### src/rtl/ccd_pkg.sv
// ccd_pkg: shared definitions for the CCD capture sequencer.
// Holds the default counter width, APB register offsets, CTRL/STATUS bit
// positions, register reset values and the sequencer state encoding.
package ccd_pkg;

    localparam int CNTW = 15;

    // Register offsets (byte addresses, word aligned)
    localparam logic [7:0] ADDR_CTRL   = 8'h00;
    localparam logic [7:0] ADDR_STATUS = 8'h04;
    localparam logic [7:0] ADDR_DELAY  = 8'h08;
    localparam logic [7:0] ADDR_SKIP   = 8'h0C;
    localparam logic [7:0] ADDR_ESHUT  = 8'h10;
    localparam logic [7:0] ADDR_FCOUNT = 8'h14;
    localparam logic [7:0] ADDR_FDONE  = 8'h18;

    // CTRL bit positions
    localparam int CTRL_START       = 0;
    localparam int CTRL_ABORT       = 1;
    localparam int CTRL_CONT        = 2;
    localparam int CTRL_START_ESHUT = 3;
    localparam int CTRL_EMBED_ESHUT = 4;
    localparam int CTRL_IRQ_EN      = 8;

    // STATUS bit positions
    localparam int STAT_BUSY      = 0;
    localparam int STAT_DONE      = 1;
    localparam int STAT_ERR       = 2;
    localparam int STAT_STATE_LSB = 3;

    // Reset values
    localparam int          HTIME_RST  = 10;
    localparam int          VTIME_RST  = 10;
    localparam int          ESHUT_RST  = 98;
    localparam logic [3:0]  VSKIP_RST  = 4'd6;
    localparam logic [15:0] FCOUNT_RST = 16'd1;
    localparam logic        EMBED_RST  = 1'b1;

    typedef enum logic [2:0] {
        S_IDLE     = 3'd0,
        S_ARM      = 3'd1,
        S_WAIT_RUN = 3'd2,
        S_RUNNING  = 3'd3,
        S_STOP     = 3'd4
    } seq_state_e;

endpackage

### src/rtl/ccd_seq_regs.sv
// ccd_seq_regs: APB register front-end of the CCD capture sequencer.
// Decodes zero-wait-state APB accesses, stores the configuration registers,
// implements START/ABORT self-clearing pulses, DONE/ERR write-1-to-clear
// sticky flags and the registered irq level.
// Ports:
//   clk_i, rst_i          clock, synchronous active-high reset
//   psel_i..pwdata_i      APB request; prdata_o/pslverr_o access-phase response
//   state_i, fdone_i      sequencer state and frame counter for readback
//   done_set_i/err_set_i  one-cycle set strobes from the sequencer
//   start_o/abort_o       one-cycle command pulses (write cycle)
//   cont_o..fcount_o      live register contents
//   irq_o                 registered interrupt level
module ccd_seq_regs
    import ccd_pkg::*;
#(
    parameter int CNTW = ccd_pkg::CNTW
) (
    input  logic            clk_i,
    input  logic            rst_i,
    input  logic            psel_i,
    input  logic            penable_i,
    input  logic            pwrite_i,
    input  logic [7:0]      paddr_i,
    input  logic [31:0]     pwdata_i,
    output logic [31:0]     prdata_o,
    output logic            pslverr_o,
    input  logic [2:0]      state_i,
    input  logic [15:0]     fdone_i,
    input  logic            done_set_i,
    input  logic            err_set_i,
    output logic            start_o,
    output logic            abort_o,
    output logic            cont_o,
    output logic            start_eshut_o,
    output logic            embed_eshut_o,
    output logic [CNTW-1:0] htime_o,
    output logic [CNTW-1:0] vtime_o,
    output logic [CNTW-1:0] eshut_o,
    output logic [3:0]      vskip_o,
    output logic [15:0]     fcount_o,
    output logic            irq_o
);

    logic            cont_q, cont_d, st_esh_q, st_esh_d, emb_esh_q, emb_esh_d;
    logic            irq_en_q, irq_en_d, done_q, done_d, err_q, err_d, irq_q, irq_d;
    logic [CNTW-1:0] htime_q, htime_d, vtime_q, vtime_d, eshut_q, eshut_d;
    logic [3:0]      vskip_q, vskip_d;
    logic [15:0]     fcount_q, fcount_d;

    logic access, wr;
    logic unused_pwdata;

    assign access        = psel_i & penable_i;
    assign wr            = access & pwrite_i;
    assign unused_pwdata = ^pwdata_i;

    assign start_o   = wr && (paddr_i == ADDR_CTRL) && pwdata_i[CTRL_START];
    assign abort_o   = wr && (paddr_i == ADDR_CTRL) && pwdata_i[CTRL_ABORT];
    // Only even skip factors are legal; odd writes are rejected with an error.
    assign pslverr_o = wr && (paddr_i == ADDR_SKIP) && pwdata_i[0];

    always_comb begin
        cont_d    = cont_q;
        st_esh_d  = st_esh_q;
        emb_esh_d = emb_esh_q;
        irq_en_d  = irq_en_q;
        done_d    = done_q;
        err_d     = err_q;
        htime_d   = htime_q;
        vtime_d   = vtime_q;
        eshut_d   = eshut_q;
        vskip_d   = vskip_q;
        fcount_d  = fcount_q;
        if (wr) begin
            case (paddr_i)
                ADDR_CTRL: begin
                    cont_d    = pwdata_i[CTRL_CONT];
                    st_esh_d  = pwdata_i[CTRL_START_ESHUT];
                    emb_esh_d = pwdata_i[CTRL_EMBED_ESHUT];
                    irq_en_d  = pwdata_i[CTRL_IRQ_EN];
                end
                ADDR_STATUS: begin
                    if (pwdata_i[STAT_DONE]) done_d = 1'b0;
                    if (pwdata_i[STAT_ERR])  err_d  = 1'b0;
                end
                ADDR_DELAY: begin
                    htime_d = pwdata_i[CNTW-1:0];
                    vtime_d = pwdata_i[16 +: CNTW];
                end
                ADDR_SKIP:   if (!pwdata_i[0]) vskip_d = pwdata_i[3:0];
                ADDR_ESHUT:  eshut_d  = pwdata_i[CNTW-1:0];
                ADDR_FCOUNT: fcount_d = pwdata_i[15:0];
                default: ;
            endcase
        end
        // A set strobe from the sequencer beats a simultaneous W1C clear.
        if (done_set_i) done_d = 1'b1;
        if (err_set_i)  err_d  = 1'b1;
        irq_d = irq_en_q & (done_q | err_q);
    end

    always_comb begin
        prdata_o = 32'd0;
        if (access && !pwrite_i) begin
            case (paddr_i)
                ADDR_CTRL: begin
                    prdata_o[CTRL_CONT]        = cont_q;
                    prdata_o[CTRL_START_ESHUT] = st_esh_q;
                    prdata_o[CTRL_EMBED_ESHUT] = emb_esh_q;
                    prdata_o[CTRL_IRQ_EN]      = irq_en_q;
                end
                ADDR_STATUS: begin
                    prdata_o[STAT_BUSY]                   = (state_i != 3'd0);
                    prdata_o[STAT_DONE]                   = done_q;
                    prdata_o[STAT_ERR]                    = err_q;
                    prdata_o[STAT_STATE_LSB +: 3]         = state_i;
                end
                ADDR_DELAY: begin
                    prdata_o[CNTW-1:0]  = htime_q;
                    prdata_o[16 +: CNTW] = vtime_q;
                end
                ADDR_SKIP:   prdata_o[3:0]      = vskip_q;
                ADDR_ESHUT:  prdata_o[CNTW-1:0] = eshut_q;
                ADDR_FCOUNT: prdata_o[15:0]     = fcount_q;
                ADDR_FDONE:  prdata_o[15:0]     = fdone_i;
                default: ;
            endcase
        end
    end

    always_ff @(posedge clk_i) begin
        if (rst_i) begin
            cont_q    <= 1'b0;
            st_esh_q  <= 1'b0;
            emb_esh_q <= EMBED_RST;
            irq_en_q  <= 1'b0;
            done_q    <= 1'b0;
            err_q     <= 1'b0;
            irq_q     <= 1'b0;
            htime_q   <= CNTW'(HTIME_RST);
            vtime_q   <= CNTW'(VTIME_RST);
            eshut_q   <= CNTW'(ESHUT_RST);
            vskip_q   <= VSKIP_RST;
            fcount_q  <= FCOUNT_RST;
        end else begin
            cont_q    <= cont_d;
            st_esh_q  <= st_esh_d;
            emb_esh_q <= emb_esh_d;
            irq_en_q  <= irq_en_d;
            done_q    <= done_d;
            err_q     <= err_d;
            irq_q     <= irq_d;
            htime_q   <= htime_d;
            vtime_q   <= vtime_d;
            eshut_q   <= eshut_d;
            vskip_q   <= vskip_d;
            fcount_q  <= fcount_d;
        end
    end

    assign cont_o        = cont_q;
    assign start_eshut_o = st_esh_q;
    assign embed_eshut_o = emb_esh_q;
    assign htime_o       = htime_q;
    assign vtime_o       = vtime_q;
    assign eshut_o       = eshut_q;
    assign vskip_o       = vskip_q;
    assign fcount_o      = fcount_q;
    assign irq_o         = irq_q;

endmodule

### src/rtl/ccd_capture_seq.sv
// ccd_capture_seq: capture sequencer for the CCD timing generator.
// Runs single-shot, N-frame and continuous captures, freezes the timing
// configuration into output shadows at START, counts frame starts and
// reports DONE/ERR through the register block (ccd_seq_regs).
// Optional watchdog: define CCD_SEQ_WDT_EN to abandon a run that waits more
// than WDT_CYCLES cycles in WAIT_RUN or STOP (sets ERR, returns to IDLE).
// Ports: clk/rst; APB slave (psel..pslverr); tgen_running/tgen_frame_start
// status in; tgen_en, shutter modes and timing config out; irq level out.
module ccd_capture_seq
    import ccd_pkg::*;
#(
    parameter int          CNTW       = ccd_pkg::CNTW,
    parameter logic [23:0] WDT_CYCLES = 24'd1_000_000
) (
    input  logic            clk,
    input  logic            rst,
    input  logic            psel,
    input  logic            penable,
    input  logic            pwrite,
    input  logic [7:0]      paddr,
    input  logic [31:0]     pwdata,
    output logic [31:0]     prdata,
    output logic            pready,
    output logic            pslverr,
    input  logic            tgen_running,
    input  logic            tgen_frame_start,
    output logic            tgen_en,
    output logic            tgen_start_eshut,
    output logic            tgen_embed_eshut,
    output logic [CNTW-1:0] delay_htime,
    output logic [CNTW-1:0] delay_vtime,
    output logic [CNTW-1:0] eshut_line,
    output logic [3:0]      vskip,
    output logic            irq
);

    seq_state_e      state_q, state_d;
    logic [15:0]     fdone_q, fdone_d, fdone_inc, fcount_eff;
    logic            tgen_en_q, tgen_en_d;
    logic            done_set, err_set, load_shadow;

    logic            start, abort, cont, r_st_esh, r_emb_esh;
    logic [CNTW-1:0] r_htime, r_vtime, r_eshut;
    logic [3:0]      r_vskip;
    logic [15:0]     r_fcount;

    // Output shadows, loaded only when a run starts from IDLE
    logic            sh_st_esh_q, sh_emb_esh_q;
    logic [CNTW-1:0] sh_htime_q, sh_vtime_q, sh_eshut_q;
    logic [3:0]      sh_vskip_q;
    logic [15:0]     sh_fcount_q;

    assign pready = 1'b1;

    ccd_seq_regs #(.CNTW(CNTW)) u_regs (
        .clk_i         (clk),
        .rst_i         (rst),
        .psel_i        (psel),
        .penable_i     (penable),
        .pwrite_i      (pwrite),
        .paddr_i       (paddr),
        .pwdata_i      (pwdata),
        .prdata_o      (prdata),
        .pslverr_o     (pslverr),
        .state_i       (state_q),
        .fdone_i       (fdone_q),
        .done_set_i    (done_set),
        .err_set_i     (err_set),
        .start_o       (start),
        .abort_o       (abort),
        .cont_o        (cont),
        .start_eshut_o (r_st_esh),
        .embed_eshut_o (r_emb_esh),
        .htime_o       (r_htime),
        .vtime_o       (r_vtime),
        .eshut_o       (r_eshut),
        .vskip_o       (r_vskip),
        .fcount_o      (r_fcount),
        .irq_o         (irq)
    );

    assign fdone_inc  = (fdone_q == 16'hFFFF) ? fdone_q : fdone_q + 16'd1;
    assign fcount_eff = (sh_fcount_q == 16'd0) ? 16'd1 : sh_fcount_q;

`ifdef CCD_SEQ_WDT_EN
    logic [23:0] wdt_q, wdt_d;
    logic        wdt_hit;
    assign wdt_hit = ((state_q == S_WAIT_RUN) || (state_q == S_STOP)) &&
                     (wdt_q == WDT_CYCLES - 24'd1);
`else
    logic unused_wdt;
    assign unused_wdt = ^WDT_CYCLES;
`endif

    // tgen_en is registered and driven from the decision taken this cycle, so
    // it rises one edge after the FSM leaves IDLE and falls on the same edge
    // the FSM enters STOP.
    always_comb begin
        state_d     = state_q;
        fdone_d     = fdone_q;
        tgen_en_d   = 1'b0;
        done_set    = 1'b0;
        err_set     = 1'b0;
        load_shadow = 1'b0;
        case (state_q)
            S_IDLE: begin
                if (start && !abort) begin
                    state_d     = S_ARM;
                    fdone_d     = 16'd0;
                    load_shadow = 1'b1;
                end
            end
            S_ARM: begin
                if (abort) state_d = S_STOP;
                else begin
                    state_d   = S_WAIT_RUN;
                    tgen_en_d = 1'b1;
                end
            end
            S_WAIT_RUN: begin
                if (abort) state_d = S_STOP;
                else begin
                    tgen_en_d = 1'b1;
                    if (tgen_running) state_d = S_RUNNING;
                end
            end
            S_RUNNING: begin
                // The frame is counted even when it coincides with ABORT.
                if (tgen_frame_start) fdone_d = fdone_inc;
                if (abort || (!cont && (fdone_d >= fcount_eff))) state_d = S_STOP;
                else tgen_en_d = 1'b1;
            end
            S_STOP: begin
                if (!tgen_running) begin
                    state_d  = S_IDLE;
                    done_set = 1'b1;
                end
            end
            default: state_d = S_IDLE;
        endcase
`ifdef CCD_SEQ_WDT_EN
        if (wdt_hit) begin
            state_d   = S_IDLE;
            tgen_en_d = 1'b0;
            done_set  = 1'b0;
            err_set   = 1'b1;
        end
        if (state_d != state_q) wdt_d = 24'd0;
        else if ((state_q == S_WAIT_RUN) || (state_q == S_STOP)) wdt_d = wdt_q + 24'd1;
        else wdt_d = 24'd0;
`endif
    end

    always_ff @(posedge clk) begin
        if (rst) begin
            state_q      <= S_IDLE;
            fdone_q      <= 16'd0;
            tgen_en_q    <= 1'b0;
            sh_st_esh_q  <= 1'b0;
            sh_emb_esh_q <= EMBED_RST;
            sh_htime_q   <= CNTW'(HTIME_RST);
            sh_vtime_q   <= CNTW'(VTIME_RST);
            sh_eshut_q   <= CNTW'(ESHUT_RST);
            sh_vskip_q   <= VSKIP_RST;
            sh_fcount_q  <= FCOUNT_RST;
`ifdef CCD_SEQ_WDT_EN
            wdt_q        <= 24'd0;
`endif
        end else begin
            state_q   <= state_d;
            fdone_q   <= fdone_d;
            tgen_en_q <= tgen_en_d;
            if (load_shadow) begin
                sh_st_esh_q  <= r_st_esh;
                sh_emb_esh_q <= r_emb_esh;
                sh_htime_q   <= r_htime;
                sh_vtime_q   <= r_vtime;
                sh_eshut_q   <= r_eshut;
                sh_vskip_q   <= r_vskip;
                sh_fcount_q  <= r_fcount;
            end
`ifdef CCD_SEQ_WDT_EN
            wdt_q <= wdt_d;
`endif
        end
    end

    assign tgen_en          = tgen_en_q;
    assign tgen_start_eshut = sh_st_esh_q;
    assign tgen_embed_eshut = sh_emb_esh_q;
    assign delay_htime      = sh_htime_q;
    assign delay_vtime      = sh_vtime_q;
    assign eshut_line       = sh_eshut_q;
    assign vskip            = sh_vskip_q;

endmodule
### config.mk
export PLATFORM = sky130hd
export DESIGN_NAME = ccd_capture_seq
export DESIGN_NICKNAME = d
export VERILOG_FILES = /design/src/rtl/ccd_pkg.sv /design/src/rtl/ccd_seq_regs.sv /design/src/rtl/ccd_capture_seq.sv
export SDC_FILE = /design/constraint.sdc
export NUM_CORES = 1
export LEC_CHECK = 0
export BUFFER_PORTS_ARGS = -buffer_cell sky130_fd_sc_hd__clkbuf_2
export CAP_MARGIN = 20
export CORE_MARGIN = 5
export CORE_UTILIZATION = 25
export DETAILED_ROUTE_END_ITERATION = 6
export PLACE_DENSITY = 0.44
export RECOVER_POWER = 50
export SLEW_MARGIN = 20
export SYNTH_ARGS = -nofsm -noshare
export SYNTH_HDL_FRONTEND = slang
export SYNTH_SLANG_ARGS = --single-unit
### constraint.sdc
create_clock -name clk -period 4.3 [get_ports clk]
set_input_delay 0.43 -clock clk [delete_from_list [all_inputs] [get_ports clk]]
set_output_delay 0.43 -clock clk [all_outputs]
set_load 0.03 [all_outputs]
==> metrics.md, run 1 <==
| Metric | Value |
|---|---|
| Ys flop type | dfxtp_1 |
| Setup tns final | 0 ns |
| Antenna violations before repair | 1 |
| Most frequent cell after synthesis | nand2_1 |
| Vias in the first global route | 6716 |
| Final setup violation count | 0 |
| Clock buffer count from CTS | 17 |
| Post-route cell area | 0.00876 sq mm |
| Worst setup EP type | flop |
| Root Driver | clkbuf_16 |
| Slew margin rel. | 0.151 |
| Hold EP | u_regs.vtime_o[3] |
| Critical path class | reg2reg |
| Total GRT Usage | 0.157 |
| Maximum VDD drop | 0.241 mV |
| H-tree depth | 4 |
| Via/cell ratio | 4.80 |
| Worst clock skew | 0.0145 ns |
| Reg2reg start | fdone_q[0] |
| I/O Pins | 134 |
| Die Ht | 181 um |
| Post-synth top area share | 0.427 |
| DR iter-0 viols | 491 |
| PD cells | 355 mW/mm^2 |
| Yosys cell types | 64 |
| Slew Viols, Final | 0 |
| Commonest cells post-synth | nand2_1 (283), dfxtp_1 (156), a21oi_1 (129) |
| DR WL/cell | 18.1 um |
| Row count | 62 |
| CP max FO | 7 |
| Post-Route WL | 26.1 mm |
| Worst path required time | 4.67 ns |
| Finished Core Util | 0.304 |
| Register area share after synthesis | 0.427 |
| Worst path cell trace | ha_1, nand2_1, nor4_2, and3_1, nand2_1, mux2_2, ha_1, nand4_1, nor3_1, a311oi_1, a21oi_1, or3b_1, nand2_1 |
| Clk Latency, worst-skew pair | 0.43 ns |
| Int Pwr | 2.37 mW |
| # resized after CTS | 0 |
| Area leader, netlist | dfxtp_1 |
| Syn-to-layout area delta | 19.7% |
| Initial Utilization | 0.254 |
| Clock share of power | 0.497 |
| Slowest cell on crit path | nor4_2 |
| Setup WS post-layout | 0.514 ns |
| Overflow after GRT | 0 |
| Input/output buffers | 129 |
| Antenna viol nets, final | 0 |
| Max-cap violation count | 0 |
| Worst-path clk slew | 0.07 ns |
| Post-synth EDFFs | 0 |
| TritonCTS Sinks | 156 |
| CTS tree | yes |
| Hold Path Depth | 3 |
| Syn Area/Cell | 7.75 sq um |
| Static leakage | 3.06 nW |
| Status | complete, no violations |
| Sw Pwr | 0.737 mW |
| Global-route wire length before repair | 40.6 mm |
| Hold Slack | 0.213 ns |
| Post-DP Area | 0.00828 sq mm |
| Fillers | 3138 |
| Hold Crit Start | pwdata[19] |
| Reg power frac | 0.467 |
| R2R depth | 13 |
| Final min period | 3.79 ns |
| Reg2Reg Capture Point | state_q[2] |
| Sw frac | 0.237 |
| Synthesis Warnings | 0 |
| CP max stage delay | 0.58 ns |
| Die area | 0.0328 sq mm |
| Ratio of cells with drive above 1 in the final layout | 0.139 |
| Worst Tran Pin Value | 1.27 ns |
| Nets | 1105 |
| R2R setup slack | 0.51 ns |
| Final Hold Vio Count | 0 |
| # hold bufs at CTS | 0 |
| Hold WC Path Type | in2reg |
| Synthesized flop and latch total | 156 |
| Synth Instances | 944 |
| Core ar. | 0.0288 sq mm |
| TritonRoute pass-1 iters | 6 |
| Fmax | 0.264 GHz |
| Asr flop ratio synth | 0 |
| DP HPWL | 18.6 mm |
| Via count | 6904 |
| Dpl ws | 0.543 ns |
| Chip Width | 181 um |
| Crit-path most repeated cell | nand2_1 |
| Startpoint Class | flop |
| Area contributors post-synth | dfxtp_1 (43%), nand2_1 (15%), a21oi_1 (8.8%), ha_1 (2.9%), clkbuf_1 (2.4%) |
| CTS Buffer Depth | 2 |
| RSZ-0062 raised after global routing | false |
| Critical path arrival | 4.15 ns |
| Setup Fix Bufs, Post-CTS | 0 |
| Diodes inserted | 0 |
| Final Cycle Share | 0.880 |
| GP Congestion | 0.815 |
| Logic pwr share | 0.036 |
| Synth Cell Area | 0.00732 sq mm |
| Drt drc | 0 |
| Largest net degree at the start of global routing | 78 |
[registers in the layout, summed over array words and instances (netlist names), 3 cells and up]
register and count:
delay_htime 15, delay_vtime 15, eshut_line 15, fdone_q 16
sh_fcount_q 16, state_q 3, u_regs.eshut_o 15, u_regs.fcount_o 16
u_regs.htime_o 15, u_regs.vskip_o 3, u_regs.vtime_o 15, vskip 3
[cell families after synthesis]
group           count (synthesis)  synth area share
compound gates                213             0.177
fa+ha+maj                      18            0.0304
mux                            12            0.0188
flops                         156             0.427
xor+xnor                       11            0.0132
buf+inv                        90            0.0547
simple gates                  442             0.278
other cells                     2           0.00103
[power by group through the flow]
stage                     clock (mW)  combinational [mW]  sequential, mW
after CTS                       1.58               0.113            1.45
after global routing            1.65               0.121            1.45
final                           1.55               0.111            1.45
after global placement             0               0.113            1.49
after floorplan                    0              0.0662            1.48
after detailed placement           0               0.113            1.49
[worst max path at each step]
stage	to	startpoint	slack, ns	depth (start not counted)
after floorplan	state_q[2]	fdone_q[0]	1.13	13
after global placement	state_q[2]	fdone_q[0]	0.60	13
after detailed placement	state_q[2]	fdone_q[0]	0.54	13
after CTS	state_q[2]	fdone_q[0]	0.54	13
after global routing	state_q[2]	fdone_q[0]	0.13	13
final	state_q[2]	fdone_q[0]	0.51	13
[through the flow]
step                total power [mW]  std cells
finish                          3.11       1438
global placement                1.60       1406
detailed placement              1.60       1406
CTS                             3.15       1438
floorplan                       1.55        945
global route                    3.22       1438
[layout by cell type, fill, tap and decap left out, types with 6 or more instances in the layout]
master       n
clkbuf_2    75
dfxtp_1    156
buf_4       12
nand4_1      8
a21oi_2      6
nor2_1      30
nand3b_1    20
a22oi_1      6
nor3_1      13
inv_1       22
a31oi_1      6
and3_1       9
a21oi_1    132
nand2_1    283
nor4_1       6
a222oi_1    10
ha_1        17
mux2i_1      7
or3_1        6
nand3_1     15
o21ai_0     14
clkbuf_1    58
clkbuf_16   17
xnor2_1      9
nand2_2      9
and2_1      16
[layout make-up]
cell class | instances | area [sq um] | share of cell area
clock buffer | 20 | 457 | 0.0521
clock inverter | 12 | 136 | 0.0156
inverter | 22 | 82.6 | 0.00943
sequential | 156 | 3120 | 0.357
timing repair buffer | 145 | 699 | 0.0799
multi-input combinational | 699 | 3780 | 0.432
tap | 384 | 480 | 0.0549
[layer usage]
metal	up-vias	global-route usage	part of all wire
met2	196	0.249	0.46
met4	2	0.0366	0.014
met1	3238	0.215	0.48
met5	-	0	0.00050
met3	21	0.0398	0.055
li1	3447	-	-
[critical path: cells and delay by family (launching register included)]
family / cells / cell delay [ns]
mux: 1 / 0.29
fa+ha+maj: 2 / 0.53
simple gates: 8 / 1.95
flops: 1 / 0.45
compound gates: 2 / 0.52
Power figures use the tool's default switching activity.
==> inputs of run 2 (changes only) <==
--- a/config.mk
+++ b/config.mk
@@ -10,7 +10,7 @@
 export CORE_MARGIN = 5
 export CORE_UTILIZATION = 25
 export DETAILED_ROUTE_END_ITERATION = 6
-export PLACE_DENSITY = 0.44
+export PLACE_DENSITY = 0.41
 export RECOVER_POWER = 50
 export SLEW_MARGIN = 20
 export SYNTH_ARGS = -nofsm -noshare
==> run 2 against run 1 <==
  * Clock-buffer cell count shrank 3
  * Routed wire length grew 3.0%
  * Maximum frequency grew 0.24%
  * Global-route usage grew 0.43 points
  * Cell area is essentially flat
  * Cell count is the same
  * First-iteration DRC count grew 14%
  * Highest routed layer is now met4
  * The run now ends with max-capacitance violations, max-slew violations left
  * Critical path depth shrank 2
==> metrics.md, run 2 (synthesis results as in run 1) <==
| Metric | Value |
|---|---|
| Setup WS post-layout | 0.523 ns |
| Clk Latency, worst-skew pair | 0.43 ns |
| Worst path required time | 4.55 ns |
| Sw Pwr | 0.783 mW |
| Sw frac | 0.249 |
| Die area | 0.0328 sq mm |
| Worst setup path start | fdone_q[3] |
| RSZ-0062 raised after global routing | false |
| Int Pwr | 2.36 mW |
| Final Cycle Share | 0.878 |
| Worst clock skew | 0.0101 ns |
| Root Driver | clkbuf_16 |
| Post-Route WL | 26.9 mm |
| Critical path class | reg2reg |
| Via count | 6953 |
| Commonest non-fill, non-tap cell in the layout | nand2_1 |
| Core ar. | 0.0288 sq mm |
| Largest net degree at the start of global routing | 59 |
| Vias in the first global route | 6805 |
| WL met2 | 12.3 mm |
| Dpl ws | 0.465 ns |
| CP max FO | 12 |
| Fmax | 0.265 GHz |
| Input/output buffers | 129 |
| Hold Crit Start | pwdata[19] |
| Chip Width | 181 um |
| Status | finished with violations |
| DR WL/cell | 18.7 um |
| Worst-path clk slew | 0.07 ns |
| # hold bufs at CTS | 0 |
| Antenna viol nets, final | 0 |
| CTS tree | yes |
| DR WL met3 | 1.62 mm |
| Reg power frac | 0.462 |
| Design Power | 3.14 mW |
| Setup tns final | 0 ns |
| Syn-to-layout area delta | 19.6% |
| Reg2reg start | fdone_q[3] |
| Max-cap violation count | 2 |
| H-tree depth | 4 |
| Wl on met1 | 12.4 mm |
| Final min period | 3.78 ns |
| TritonRoute pass-1 iters | 7 |
| Worst Tran Pin Value | 2.62 ns |
| CTS Buffer Depth | 2 |
| DR iter-0 viols | 559 |
| Antenna violations before repair | 0 |
| DP HPWL | 19.3 mm |
| Ratio of cells with drive above 1 in the final layout | 0.137 |
| Startpoint Class | flop |
| Hold Path Depth | 3 |
| Clock buffer count from CTS | 17 |
| Violated checks | max-capacitance violations, max-slew violations |
| Row count | 62 |
| Overflow after GRT | 0 |
| Clock share of power | 0.502 |
| Slew margin rel. | -0.745 |
| Maximum VDD drop | 0.249 mV |
| Final setup violation count | 0 |
| Commonest non-fill, non-tap cells in the layout | nand2_1 (283), dfxtp_1 (156), a21oi_1 (130) |
| DR top layer | met4 |
| Initial Utilization | 0.254 |
| Slew Viols, Final | 88 |
| Worst setup EP type | flop |
| Final Hold Vio Count | 0 |
| Die Ht | 181 um |
| Critical path arrival | 4.03 ns |
| Via/cell ratio | 4.84 |
| TritonCTS Sinks | 156 |
| Diodes inserted | 0 |
| Nets | 1105 |
| PD cells | 359 mW/mm^2 |
| Global-route wire length before repair | 41.6 mm |
| Total GRT Usage | 0.161 |
| Setup Fix Bufs, Post-CTS | 0 |
| Drt drc | 0 |
| Static leakage | 3.07 nW |
| Finished Core Util | 0.304 |
| Hold WC Path Type | in2reg |
| GP Congestion | 0.832 |
| R2R depth | 11 |
| I/O Pins | 134 |
| Logic pwr share | 0.036 |
## run 2: metal layers
layer  GRT usage  vias up
li1            -     3435
met1       0.215     3291
met2       0.260      202
met3      0.0392       25
met4      0.0498        0
met5           0        -
## run 2: what timing repair did
item                                    CTS  global route
gates resized for setup                   0             1
endpoints found under the setup margin    0             1
hold endpoints to repair                  0             0
## run 2: power groups by stage
| stage | Clock [mW] | Sequential, mW | Combinational (mW) |
|---|---|---|---|
| floorplan | 0 | 1.48 | 0.0662 |
| detailed placement | 0 | 1.48 | 0.118 |
| global placement | 0 | 1.48 | 0.117 |
| global route | 1.68 | 1.45 | 0.124 |
| CTS | 1.62 | 1.45 | 0.118 |
| finish | 1.58 | 1.45 | 0.114 |
## run 2: final cells by class
type | instances | area [sq um]
Sequential cell | 156 | 3120
Inverter | 22 | 82.6
Fill cell | 3186 | 20000
Tap cell | 384 | 480
Multi-Input combinational cell | 699 | 3790
Clock buffer | 17 | 425
Timing Repair Buffer | 145 | 672
Clock inverter | 15 | 178
## run 2: worst paths after layout
check	endpoint	slack (ns)
max	tgen_en	0.52
min	u_regs.vtime_o[3]	0.21
max reg2reg	tgen_en	0.52
min reg2reg	delay_htime[2]	0.45
## run 2: metrics by stage
| step | cells | cell area [sq um] | hold slack (ns) |
|---|---|---|---|
| 6_report | 1438 | 8750 | 0.213 |
| 5_1_grt | 1438 | 8750 | 0.205 |
| 4_1_cts | 1438 | 8870 | 0.197 |
| 3_5_place_dp | 1406 | 8270 | 0.447 |
| 3_3_place_gp | 1406 | 8270 | 0.438 |
| 2_1_floorplan | 945 | 7320 | 0.419 |
## run 2: worst max-delay path, stage by stage (launching register included)
cell	delay [ns]
dfxtp_1	0.51
nand4_1	0.30
nor4_4	0.51
a31oi_1	0.14
buf_4	0.21
mux2_2	0.30
ha_1	0.29
o21ai_0	0.16
o21ai_0	0.10
a311oi_1	0.31
a21oi_1	0.20
a2111oi_0	0.59
==> inputs of run 3 (changes only) <==
--- a/config.mk
+++ b/config.mk
@@ -10,8 +10,6 @@
 export CORE_MARGIN = 5
 export CORE_UTILIZATION = 25
 export DETAILED_ROUTE_END_ITERATION = 6
-export PLACE_DENSITY = 0.41
-export RECOVER_POWER = 50
 export SLEW_MARGIN = 20
 export SYNTH_ARGS = -nofsm -noshare
 export SYNTH_HDL_FRONTEND = slang
==> run 3 against run 2 <==
  * The run now ends clean
  * Combinational power about the same
  * Die area unchanged
  * Global-route usage shrank 2.1 points
  * Cell area is 0.37% higher
  * Via count is 0.89% lower
  * Worst setup slack worse by 0.075 ns
  * Highest routed layer is now met5
==> metrics.md, run 3 (synthesis results as in run 1) <==
| Metric | Value |
|---|---|
| Status | complete, no violations |
| Critical path arrival | 4.22 ns |
| Final Cycle Share | 0.896 |
| CTS tree | yes |
| Fmax | 0.260 GHz |
| CP max FO | 10 |
| Worst Tran Pin Value | 1.03 ns |
| RSZ-0062 raised after global routing | false |
| GP Congestion | 0.841 |
| Worst clock skew | 0.00774 ns |
| H-tree depth | 4 |
| Largest net degree at the start of global routing | 90 |
| Drt drc | 0 |
| Critical path class | reg2reg |
| Syn-to-layout area delta | 20.1% |
| PD cells | 334 mW/mm^2 |
| Chip Width | 181 um |
| Startpoint Class | flop |
| Root Driver | clkbuf_16 |
| Commonest non-fill, non-tap cell in the layout | nand2_1 |
| Maximum VDD drop | 0.266 mV |
| Worst-path clk slew | 0.06 ns |
| CTS Buffer Depth | 2 |
| Setup WS post-layout | 0.448 ns |
| Worst setup EP type | flop |
| Final min period | 3.85 ns |
| DR WL/cell | 16.5 um |
| Commonest non-fill, non-tap cells in the layout | nand2_1 (283), dfxtp_1 (156), a21oi_1 (129) |
| TritonCTS Sinks | 156 |
| Static leakage | 3.20 nW |
| Dpl ws | 0.441 ns |
| I/O Pins | 134 |
| Slew Viols, Final | 0 |
| Diodes inserted | 0 |
| Global-route wire length before repair | 37.4 mm |
| Initial Utilization | 0.254 |
| Max-cap violation count | 0 |
| Die Ht | 181 um |
| Via/cell ratio | 4.81 |
| Setup Fix Bufs, Post-CTS | 0 |
| Hold WC Path Type | in2reg |
| TritonRoute pass-1 iters | 6 |
| Overflow after GRT | 0 |
| Post-Route WL | 23.7 mm |
| Final Hold Vio Count | 0 |
| Row count | 62 |
| Antenna violations before repair | 1 |
| Ratio of cells with drive above 1 in the final layout | 0.195 |
| Input/output buffers | 129 |
| Antenna viol nets, final | 0 |
| DR iter-0 viols | 527 |
| Vias in the first global route | 6562 |
| Clk Latency, worst-skew pair | 0.42 ns |
| Die area | 0.0328 sq mm |
| Core ar. | 0.0288 sq mm |
| DP HPWL | 16.6 mm |
| Nets | 1100 |
| Total GRT Usage | 0.141 |
| Clock buffer count from CTS | 17 |
| Via count | 6891 |
| Final setup violation count | 0 |
| Setup tns final | 0 ns |
| Slew margin rel. | 0.313 |
| # hold bufs at CTS | 0 |
| Worst path required time | 4.67 ns |
[run 3: cell types whose count changed in the layout (fill, tap and decap cells not counted), moves of 2 or more]
| cell | previous run | this run |
|---|---|---|
| nor4_1 | 6 | 4 |
| inv_6 | 5 | 0 |
| clkinvlp_4 | 2 | 5 |
| o21ai_0 | 16 | 13 |
| inv_8 | 4 | 0 |
| o21ai_1 | 1 | 4 |
| buf_4 | 9 | 11 |
| clkbuf_2 | 75 | 128 |
| clkbuf_1 | 61 | 2 |
| bufinv_16 | 2 | 0 |
| clkbuf_8 | 0 | 2 |
| nor4_2 | 1 | 3 |
| clkinv_2 | 1 | 5 |
[run 3: per-stage QoR]
step	instances	power (mW)	hold slack [ns]	instance area, sq um	utilization
2_1_floorplan	945	1.55	0.419	7320	-
3_3_place_gp	1401	1.59	0.440	8240	0.286
3_5_place_dp	1401	1.59	0.445	8240	0.286
4_1_cts	1433	2.96	0.208	8770	0.305
5_1_grt	1433	3.04	0.210	8790	0.305
6_report	1433	2.94	0.222	8790	0.305
[run 3: report_power, final]
part | leakage (nW) | switching [mW] | internal [mW]
clock network | 0.251 | 0.608 | 0.763
logic | 1.69 | 0.0773 | 0.0350
registers | 1.26 | 0.00461 | 1.45
total | 3.20 | 0.690 | 2.25
[run 3: path summary, 6_finish.rpt]
path,start,end,slack [ns],cells after the start
max reg2reg,fdone_q[3],state_q[2],0.45,12
max,fdone_q[3],state_q[2],0.45,12
min reg2reg,eshut_line[0],eshut_line[0],0.45,2
min,pwdata[27],u_regs.vtime_o[11],0.22,3
[run 3: cell type report]
cell class              count  area [sq um]
inverters                  22          82.6
well taps                 384           480
flip-flops and latches    156          3120
fillers                  3109         20000
clock buffers              21           460
clock inverters            11          71.3
repair buffers            140           743
multi-input cells         699          3820
[run 3: repair_timing]
item / 4_1_cts / 5_1_grt
resized for setup: 0 / 1
endpoints found under the setup margin: 0 / 2
hold endpoints to repair: 0 / 0
[run 3: layer usage]
metal	vias up	share of wire	GRT usage
li1	3420	-	-
met1	3214	0.45	0.190
met2	221	0.46	0.221
met3	34	0.064	0.0332
met4	2	0.020	0.0486
met5	-	0.00055	0
[run 3: worst max-delay path, stage by stage, from the launching register on]
cell	delay [ns]
dfxtp_1	0.51
nand4_1	0.23
nor4_2	0.62
and3_1	0.26
nand2_1	0.08
mux2_2	0.30
ha_1	0.29
nand4_1	0.13
nor3_1	0.29
a311oi_1	0.13
a21oi_1	0.49
or3b_1	0.40
nand2_1	0.06
